### config.mk
export PLATFORM = sky130hd
export DESIGN_NAME = rf_wb_arbiter
export DESIGN_NICKNAME = d
export VERILOG_FILES = /design/src/rtl/rf_pkg.sv /design/src/rtl/rr_arb2.sv /design/src/rtl/rf_wb_arbiter.sv
export SDC_FILE = /design/constraint.sdc
export NUM_CORES = 1
export LEC_CHECK = 0
export BUFFER_PORTS_ARGS = -buffer_cell sky130_fd_sc_hd__buf_2
export CORE_MARGIN = 5
export CORE_UTILIZATION = 35
export CTS_CLUSTER_SIZE = 20
export DETAILED_ROUTE_END_ITERATION = 7
export PLACE_DENSITY_LB_ADDON = 0.25
export REMOVE_ABC_BUFFERS = 1
export SETUP_SLACK_MARGIN = 0.5
export SLEW_MARGIN = 30
export SYNTH_ARGS = -nofsm -noshare
export SYNTH_HDL_FRONTEND = slang
export SYNTH_SLANG_ARGS = --single-unit
### constraint.sdc
create_clock -name clk -period 2.25 [get_ports clk]
set_clock_uncertainty 0.15 [all_clocks]
set_input_delay 0.1125 -clock clk [delete_from_list [all_inputs] [get_ports clk]]
set_output_delay 0.1125 -clock clk [all_outputs]
set_load 0.01 [all_outputs]
### src/rtl/rf_pkg.sv
// ---------------------------------------------------------------------------
// rf_pkg : shared widths and types for the register file and its write port
// Revision 1.0
// ---------------------------------------------------------------------------
`default_nettype none

package rf_pkg;
  localparam int XLEN   = 32;
  localparam int REG_AW = 5;
  localparam int NREG   = 1 << REG_AW;

  typedef logic [REG_AW-1:0] regaddr_t;
  typedef logic [XLEN-1:0]   word_t;
endpackage

`default_nettype wire

### src/rtl/rr_arb2.sv
// ---------------------------------------------------------------------------
// rr_arb2 : two-requester round-robin arbiter, pointer moves on contention only
// Revision 1.0
// ---------------------------------------------------------------------------
`default_nettype none

module rr_arb2 (
  input  logic       clk,
  input  logic       reset_n,
  input  logic [1:0] req,
  output logic [1:0] gnt
);

  logic rr_ptr_q;
  logic rr_ptr_d;

  always_ff @(posedge clk or negedge reset_n) begin
    if (!reset_n) rr_ptr_q <= 1'b0;
    else          rr_ptr_q <= rr_ptr_d;
  end

  always_comb begin
    gnt      = 2'b00;
    rr_ptr_d = rr_ptr_q;
    case (req)
      2'b01: gnt = 2'b01;
      2'b10: gnt = 2'b10;
      2'b11: begin
        // Winner is the pointed-at requester; the loser becomes the favourite.
        gnt      = rr_ptr_q ? 2'b10 : 2'b01;
        rr_ptr_d = ~rr_ptr_q;
      end
      default: gnt = 2'b00;
    endcase
  end

endmodule

`default_nettype wire

### src/rtl/rf_wb_arbiter.sv
// ---------------------------------------------------------------------------
// rf_wb_arbiter : shares the register-file write port between the pipeline and
// the long-latency unit, and tracks pending long-latency destinations.
// Revision 1.0
// ---------------------------------------------------------------------------
`default_nettype none

module rf_wb_arbiter #(
  parameter int XLEN   = rf_pkg::XLEN,
  parameter int REG_AW = rf_pkg::REG_AW
) (
  input  logic              clk,
  input  logic              reset_n,
  input  logic              wb0_valid,
  input  logic [REG_AW-1:0] wb0_rd,
  input  logic [XLEN-1:0]   wb0_data,
  output logic              wb0_ready,
  input  logic              wb1_valid,
  input  logic [REG_AW-1:0] wb1_rd,
  input  logic [XLEN-1:0]   wb1_data,
  output logic              wb1_ready,
  input  logic              alloc_valid,
  input  logic [REG_AW-1:0] alloc_rd,
  output logic              alloc_ready,
  input  logic [REG_AW-1:0] chk_ra1,
  input  logic [REG_AW-1:0] chk_ra2,
  input  logic [REG_AW-1:0] chk_rd,
  output logic              busy_ra1,
  output logic              busy_ra2,
  output logic              busy_rd,
  output logic              we3,
  output logic [REG_AW-1:0] wa3,
  output logic [XLEN-1:0]   wd3,
  output logic              idle
);

  localparam int NREG = 1 << REG_AW;

  logic [1:0]      req;
  logic [1:0]      gnt;
  logic [NREG-1:0] busy_q;
  logic [NREG-1:0] busy_d;
  logic            wb1_xfer;
  logic            alloc_xfer;

  // Requests are masked while reset is held so every ready reads low.
  assign req = {wb1_valid, wb0_valid} & {2{reset_n}};

  rr_arb2 u_arb (
    .clk     (clk),
    .reset_n (reset_n),
    .req     (req),
    .gnt     (gnt)
  );

  assign wb0_ready = gnt[0];
  assign wb1_ready = gnt[1];
  assign wb1_xfer  = gnt[1];

  always_comb begin
    wa3 = '0;
    wd3 = '0;
    if (gnt[0]) begin
      wa3 = wb0_rd;
      wd3 = wb0_data;
    end else if (gnt[1]) begin
      wa3 = wb1_rd;
      wd3 = wb1_data;
    end
  end

  assign we3 = (|gnt) && (wa3 != '0);

  // A result landing on the same register this cycle frees the slot for reuse.
  assign alloc_ready = reset_n &&
                       (!busy_q[alloc_rd] || (wb1_xfer && (wb1_rd == alloc_rd)));
  assign alloc_xfer  = alloc_valid && alloc_ready;

  always_comb begin
    busy_d = busy_q;
    if (wb1_xfer) busy_d[wb1_rd] = 1'b0;
    if (alloc_xfer && (alloc_rd != '0)) busy_d[alloc_rd] = 1'b1;
    busy_d[0] = 1'b0;
  end

  always_ff @(posedge clk or negedge reset_n) begin
    if (!reset_n) busy_q <= '0;
    else          busy_q <= busy_d;
  end

  assign busy_ra1 = busy_q[chk_ra1];
  assign busy_ra2 = busy_q[chk_ra2];
  assign busy_rd  = busy_q[chk_rd];

  assign idle = !reset_n || ((busy_q == '0) && !wb0_valid && !wb1_valid);

endmodule

`default_nettype wire

# Word level (Yosys, flattened, before mapping)
# Cells that the tools add are included.
[totals]
reg_bits = 32
output_inout_bits = 45
word_cells = 57
inputBits = 99
[classes]
eq_ne = 4
bitwise = 5
magnitude_cmp = 7
n_mux = 20
n_reduce_logical = 19
[op_table]
columns = ["operator", "n"]
rows = [
  ["$mux W32", 4],
  ["$and A32 B32 Y32", 1],
  ["$logic_not A32 Y1", 1],
  ["$not A32 Y32", 1],
  ["$or A32 B32 Y32", 1],
  ["$lt A5 B6 Y1 const B", 5],
  ["$bmux W1 S5", 4],
  ["$demux W1 S5", 2],
  ["$ge A5 B1 Y1 const B", 2],
  ["$mux W5", 2],
  ["$reduce_bool A5 Y1", 2],
  ["$logic_and A1 B1 Y1", 9],
  ["$mux W1", 6],
  ["$pmux W2 S3", 1],
  ["$eq A5 B5 Y1", 1],
  ["$eq A2 B2 Y1 const B", 2],
  ["$logic_not A1 Y1", 4],
  ["$and A2 B2 Y2", 1],
  ["$eq A2 B1 Y1 const B", 1],
  ["$logic_or A1 B1 Y1", 2],
  ["$mux W2", 1],
  ["$reduce_or A2 Y1", 1],
  ["$not A1 Y1", 1],
]

# Depth between registers and ports, before layout
# Gate-level depths: netlist of run 1.
[logic_depth]
depth_word = 9
ltp_mapped = 8
mapped_depth_nobuf = 5

# Hierarchy
# A second synthesis of run 1 with hierarchy kept.
[hier_totals]
cells_unflattened = 371
area_unflattened_um2 = 3475.8
[by_module_without_submodules]
columns = ["module", "n_inst", "seq_area_each_um2", "area_per_inst_um2", "cells_each"]
rows = [
  ["rf_wb_arbiter", 1, 775.7, 3419.5, 365],
  ["rr_arb2", 1, 25.0, 56.3, 6],
]

# Worst setup path before layout of run 1
# No wires, ideal clock.
[synth_timing]
kind = "reg2reg"
startpoint = "reg busy_q[7]"
endpoint = "reg busy_q[18]"
stages_incl_launch_ff = 7
slack_ns = 0.343
setup_time_ns = 0.099
path_buffers = 1
required_ns = 2.001
arrival_ns = 1.658
period_less_slack_ns = 1.907
path_cell_list = "dfrtp_1 > mux2_2 > and4_1 > a311oi_4 > nand3b_4 > buf_6 > o31ai_1"
[synth_via]
elab_chain_cells = 8
[synth_rtl]
columns = ["item", "line_no", "rtl"]
rows = [
  ["from (decl)", "rf_wb_arbiter.sv:41", "logic [NREG-1:0] busy_q;"],
  ["from (signal assigned)", "rf_wb_arbiter.sv:88", "else busy_q <= busy_d;"],
  ["$bmux W1 S5", "rf_wb_arbiter.sv:76", "(!busy_q[alloc_rd] || (wb1_xfer && (wb1_rd == alloc_rd)));"],
  ["$mux W1 (implied by the code)", "rf_wb_arbiter.sv:76", ""],
  ["$logic_not A1 Y1", "rf_wb_arbiter.sv:76", ""],
  ["$logic_or A1 B1 Y1", "rf_wb_arbiter.sv:76", ""],
  ["$logic_and A1 B1 Y1", "rf_wb_arbiter.sv:75", "assign alloc_ready = reset_n &&"],
  ["$logic_and A1 B1 Y1", "rf_wb_arbiter.sv:77", "assign alloc_xfer = alloc_valid && alloc_ready;"],
  ["$logic_and A1 B1 Y1", "rf_wb_arbiter.sv:82", "if (alloc_xfer && (alloc_rd != '0)) busy_d[alloc_rd] = 1'b1;"],
  ["$mux W32", "rf_wb_arbiter.sv:82", ""],
  ["named net busy_d[18]", "rf_wb_arbiter.sv:42", "logic [NREG-1:0] busy_d;"],
]
# The timed path passes the listed nets, and every way through them passes these cells. The select of a mux whose other input is x is not followed.
# A chain may end at the register's enable or synchronous reset.

# Final worst setup path of run 1
[layout_timing]
startpoint = "reg busy_q[4]"
endpoint = "out busy_rd"
[layout_via]
elab_chain_cells = 2
[layout_rtl]
columns = ["item", "line_no", "rtl"]
rows = [
  ["$bmux W1 S5", "rf_wb_arbiter.sv:93", "assign busy_rd = busy_q[chk_rd];"],
  ["$mux W1 (implied by the code)", "rf_wb_arbiter.sv:93", ""],
  ["to (decl)", "rf_wb_arbiter.sv:30", "output logic busy_rd,"],
]
# Every way passes these cells. The select of a mux whose other input is x is not followed.

==> flow_summary.yaml, run 1 <==
placement:
  post-place-cells: 629
  placed_cell_area_um2: 4504
  globalplace.congestion: 0.9067
  port_buffers: 143
  dp_hpwl_mm: 10.94
  dp_slack_ns: 0.02959
grt:
  grt_pass1_wl_mm: 23.65
  grt_overflow: 0
  antenna_found_initial: 0
  first_global_vias: 4259
  grt_max_degree: 34
  grt_usage_pct: 24.23
timing:
  setup_violations: 5
  hold_viol: 0
  worst_slew_pin_slew_ns: 0.6590
  period_share_pct: 106.8
  layout_min_cycle_time_ns: 2.403
  timing.fmax_mhz: 416.1
  rsz0062_at_grt: "true"
  slew_headroom_pct: 55.73
  setup_ws_ns: -0.1533
  report.final.slew_viol_count: 0
routing:
  drc: 0
  num_vias: 4257
  wl_met1_mm: 6.097
  wl_met3_mm: 1.704
  maxUsedRoutingLayer: "met4"
  vias_per_cell: 6.392
  avgRoutedWirePerCell_um: 23.46
  routed_wl_mm: 15.63
  antenna_left: 0
  met2WireLength_mm: 7.368
  firstDrtPassIters: 5
  drt-initial-drc-count: 376
critical_path:
  cp_data_required_time_ns: 1.99
  crit_arrival_ns: 2.14
  endpoint_kind: "output port"
  cpMostUsedCell: "mux4_2"
  crit_family: "multiplexers"
  timing_worst_setup_path_type: "register to output port"
  crit_path_max_fanout: 6
  startpoint_type: "register"
  cp_num_buf_inv: 1
  cp_slowest_stage_delay_ns: 0.51
  critPathSlowestCell: "mux4_2"
  path_cells: "mux4_2, mux4_2, mux2_4, buf_6"
layout:
  final_common_cell: "buf_2"
  drive_above_1_share_pct: 58.35
  fin_area_um2: 5394
  nFillCells: 882
  final_cell_mix: "134 x buf_2, 36 x a22o_1, 36 x buf_4"
  n_antenna_cell: 0
  fin_cells: 666
  fin_nets: 631
  fin_util_pct: 54.93
  syn_to_final_growth_pct: 52.39
floorplan:
  start_util_pct: 36.05
  die_area_um2: 12220
  ios: 144
  rows: 36
  core_area_um2: 9819
  die_h_um: 110.6
  die_width_um: 110.6
yosys:
  async_reset_ff_share_pct: 100.0
  yosys-top-cells-area: "dfrtp_1 23%, mux4_2 17%, a22o_1 9.2%"
  synth_top_area_share_pct: 22.62
  synth_flop_cell: "dfrtp_1"
  yosys.area.top_type: "dfrtp_1"
  ys_ff_latch: 32
  syn-cell-area_um2: 3540
  ys_seq_area_share_pct: 22.62
  yosysWarnings: 0
  synth_cell_type_count: 53
  syn_area_per_cell_um2: 9.971
  syn_inst: 355
  synth-edff-count: 0
power:
  leakage_nw: 2.333
  power_density_nw_per_um2: 575.6
  peakVddDrop_mv: 0.3558
run_status:
  status: "finished with violations"
  violations: "setup timing"
clock_tree:
  numCtsBuffers: 5
  clockRootBuffer: "clkbuf_8"
  clk_path_buf_depth: 2
  cts_tree: "yes"
  h-tree-depth: 2
  worstSkewPairLatency_ns: 0.29
  clkSinkCount: 32
  clk_pin_slew_ns: 0.07
hold_path:
  hold_class: "input pin to register"
flow_run:
  cap_violations: 0
==> state kept, by name (all words and copies together) (netlist names) <==
signal	flops
busy_q	31
u_arb.rr_ptr_q	1
==> area by class of cell <==
| class | count | area, um^2 | share of cell area, % |
|---|---|---|---|
| clock inverters | 2 | 35.03 | 0.6495 |
| well taps | 133 | 166.4 | 3.085 |
| clock buffers | 6 | 72.57 | 1.345 |
| flip-flops and latches | 32 | 823.3 | 15.26 |
| repair buffers | 204 | 1421 | 26.35 |
| multi-input cells | 287 | 2868 | 53.17 |
| inverters | 2 | 7.507 | 0.1392 |
==> routing by layer <==
metal	vias to the layer above	track usage [%]
li1	1829	-
met2	322	38.03
met4	0	8.539
met1	2068	31.43
met3	38	7.659
met5	-	0
==> report_power, final <==
group          internal (W)  total, W  switching (W)
combinational      0.000878   0.00161       0.000735
sequential         0.000709  0.000930       0.000221
clock              0.000329  0.000561       0.000232
total               0.00192   0.00310        0.00119
==> path summary, 6_finish.rpt <==
check                                 end  slack (ns)       from  cells past startpoint
setup / recovery                  busy_rd       -0.15  busy_q[4]                      4
hold / removal             u_arb.rr_ptr_q        0.04    reset_n                      3
setup reg to reg               busy_q[13]        0.03  busy_q[7]                      6
hold reg to reg                 busy_q[5]        0.44  busy_q[5]                      2
max in group asynchronous      busy_q[10]        1.11    reset_n                      3
min in group asynchronous  u_arb.rr_ptr_q        0.21    reset_n                      2
==> through the flow <==
| stage | hold WS (ns) | power (W) | setup TNS (ns) |
|---|---|---|---|
| 2_1_floorplan | -0.3331 | 0.001551 | -10.65 |
| 3_3_place_gp | -0.1762 | 0.002087 | 0 |
| 3_5_place_dp | -0.1750 | 0.002113 | 0 |
| 4_1_cts | 0.03365 | 0.002967 | -0.4998 |
| 5_1_grt | 0.07565 | 0.003236 | -0.8081 |
| 6_report | 0.04096 | 0.003105 | -0.5435 |
==> cell families after synthesis <==
family / count (synthesis) / share of synthesized area [%]
AO/OA/AOI/OAI: 116 / 25.80
multiplexers: 48 / 23.33
AND/OR/NAND/NOR: 115 / 20.93
buffers and inverters: 38 / 5.620
XOR/XNOR: 6 / 1.697
flip-flops: 32 / 22.62
==> synthesized netlist by cell type, types with 9 or more instances <==
cell      number
o31ai_1       23
buf_2          9
a22o_1        37
a21oi_1       12
clkbuf_1      21
nor3_1        10
dfrtp_1       32
nand2_1       31
mux4_2        27
mux2i_1       15
a22oi_1       29
==> worst min-delay path: stages <==
cell,delay (ns)
buf_2,0.16
nand3_1,0.10
xnor2_1,0.06
==> repair_timing <==
item / CTS / global route
hold endpoints to repair: 32 / 0
gates resized for setup: 73 / 32
hold buffers: 1 / 0
pin swaps: 14 / 11
gates cloned: 4 / 1
endpoints found under the setup margin: 67 / 75
buffers inserted: 14 / 9
Power figures use the tool's default switching activity.
==> inputs of run 2 (changes only) <==
- SKIP_CTS_REPAIR_TIMING: unset -> 1
==> run 2 against run 1 <==
Effect of this change:
- the run still ends with setup timing left
- via count down 0.87%
- core utilization decreased by 1.1 points
- combinational power is 6% lower
- clock power is essentially flat
- critical path depth is the same
- register-to-register slack lost 0.06 ns
- clock-buffer cell count unchanged
- maximum frequency is 0.30% lower
- total power fell by 3.1%
- first-iteration DRC count increased by 26%
- global-route usage decreased by 1.5 points
- non-clock buffer count shrank 4
- critical path type unchanged
==> flow_summary.yaml, run 2 (synthesis gave the netlist of run 1 again) <==
run_status:
  status: "finished with violations"
  violations: "setup timing"
floorplan:
  die_width_um: 110.6
  start_util_pct: 36.05
  rows: 36
  die_h_um: 110.6
  ios: 144
  die_area_um2: 12220
  core_area_um2: 9819
grt:
  grt_pass1_wl_mm: 22.37
  grt_overflow: 0
  antenna_found_initial: 0
  grt_max_degree: 34
  first_global_vias: 4071
  grt_usage_pct: 22.73
clock_tree:
  clkSinkCount: 32
  worstSkewPairLatency_ns: 0.29
  clk_pin_slew_ns: 0.07
  cts_tree: "yes"
  h-tree-depth: 2
  clockRootBuffer: "clkbuf_8"
  numCtsBuffers: 5
  clk_path_buf_depth: 2
layout:
  final_common_cell: "buf_2"
  largest_register_ffs: 31
  n_antenna_cell: 0
  syn_to_final_growth_pct: 49.20
  fin_cells: 661
  final_cell_mix: "135 x buf_2, 36 x a22o_1, 34 x buf_4"
  fin_util_pct: 53.78
  drive_above_1_share_pct: 57.20
  fin_nets: 626
  largestRegisters: "busy_q (31), u_arb.rr_ptr_q (1)"
  largest_register: "busy_q"
  nFillCells: 903
placement:
  dp_hpwl_mm: 10.94
  post-place-cells: 629
  globalplace.congestion: 0.9067
  port_buffers: 143
routing:
  drc: 0
  drt-initial-drc-count: 472
  num_vias: 4220
  routed_wl_mm: 15.51
  vias_per_cell: 6.384
  antenna_left: 0
  avgRoutedWirePerCell_um: 23.46
  firstDrtPassIters: 6
hold_path:
  hold_end: "u_arb.rr_ptr_q"
  worstHoldStart: "reset_n"
  hold_class: "input pin to register"
  holdPathStages: 3
power:
  power_density_nw_per_um2: 569.5
  combPwrFrac_pct: 50.2
  seq_power_share_pct: 31.1
  swShare_pct: 38.33
  p_int_w: 0.001855
  switching_power_w: 0.001153
  leakage_nw: 2.279
  peakVddDrop_mv: 0.3523
  clkPwrFrac_pct: 18.7
timing:
  timing.fmax_mhz: 414.9
  worst_slew_pin_slew_ns: 0.5595
  slew_headroom_pct: 62.62
  rsz0062_at_grt: "true"
  report.final.slew_viol_count: 0
  fin_hold_ws_ns: 0.03297
  hold_viol: 0
  period_share_pct: 107.1
  setup_ws_ns: -0.1605
  setup_violations: 15
  layout_min_cycle_time_ns: 2.410
  setup_tns_ns: -0.6774
critical_path:
  crit_arrival_ns: 2.15
  startpoint_type: "register"
  cp_data_required_time_ns: 1.99
  crit_family: "multiplexers"
  cp_slowest_stage_delay_ns: 0.51
  r2r_start: "busy_q[7]"
  timing_worst_setup_path_type: "register to output port"
  reg2reg_to: "busy_q[28]"
  ff2ff_path_depth: 6
  path_cells: "mux4_2, mux4_2, mux2_4, buf_6"
  crit_path_max_fanout: 6
  cpMostUsedCell: "mux4_2"
  cp_num_buf_inv: 1
  critPathSlowestCell: "mux4_2"
  endpoint_kind: "output port"
  r2r_slack_ns: -0.03
flow_run:
  cap_violations: 0
[run 2: changes by cell type in the layout (fill, tap and decap cells not counted), sizes merged]
cell	change
buf	-6
clkbuf	+2
nand3b	-1
[run 2: power groups by stage]
stage / logic (W) / registers [W] / clock network, W
after global routing: 0.00160 / 0.000952 / 0.000584
after global placement: 0.00118 / 0.000912 / 0
after detailed placement: 0.00120 / 0.000917 / 0
after floorplan: 0.000721 / 0.000831 / 0
final: 0.00151 / 0.000935 / 0.000563
after CTS: 0.00120 / 0.000908 / 0.000563
[run 2: how the worst max path moves through the flow]
| stage | endpoint | from | cells past startpoint |
|---|---|---|---|
| 3_3_place_gp | busy_q[13] | busy_q[5] | 6 |
| 2_1_floorplan | we3 | u_arb.rr_ptr_q | 4 |
| 3_5_place_dp | busy_q[15] | busy_q[7] | 6 |
| 5_1_grt | busy_rd | busy_q[7] | 4 |
| 6_report | busy_rd | busy_q[4] | 4 |
| 4_1_cts | busy_rd | busy_q[12] | 4 |
[run 2: cell type report]
type	instances	area, um^2	share of cell area (%)
multi-input combinational	286	2800	53.02
clock inverter	2	35.03	0.6633
sequential	32	823.3	15.59
timing repair buffer	200	1376	26.06
inverter	2	7.507	0.1421
tap	133	166.4	3.151
clock buffer	6	72.57	1.374
[run 2: metrics by stage]
stage                     cell area (um^2)  total power, W  setup slack (ns)
final                                 5281        0.003008           -0.1605
after global routing                  5281        0.003138           -0.1820
after CTS                             4612        0.002669           -0.1943
after detailed placement              4504        0.002113           0.02959
after global placement                4504        0.002087            0.1020
after floorplan                       3348        0.001551           -0.4752
[run 2: tightest hold or removal path, delay by kind of cell]
family / cells / cell delay (ns)
XOR/XNOR: 1 / 0.06
AND/OR/NAND/NOR: 1 / 0.10
buffers and inverters: 1 / 0.16
[run 2: layer usage]
metal / routed length [um] / GRT usage [%] / share of wire, %
met2: 7392 / 36.12 / 48
met4: 396 / 6.322 / 2.6
met1: 6117 / 29.65 / 39
met5: 0 / 0 / 0
met3: 1603 / 7.440 / 10
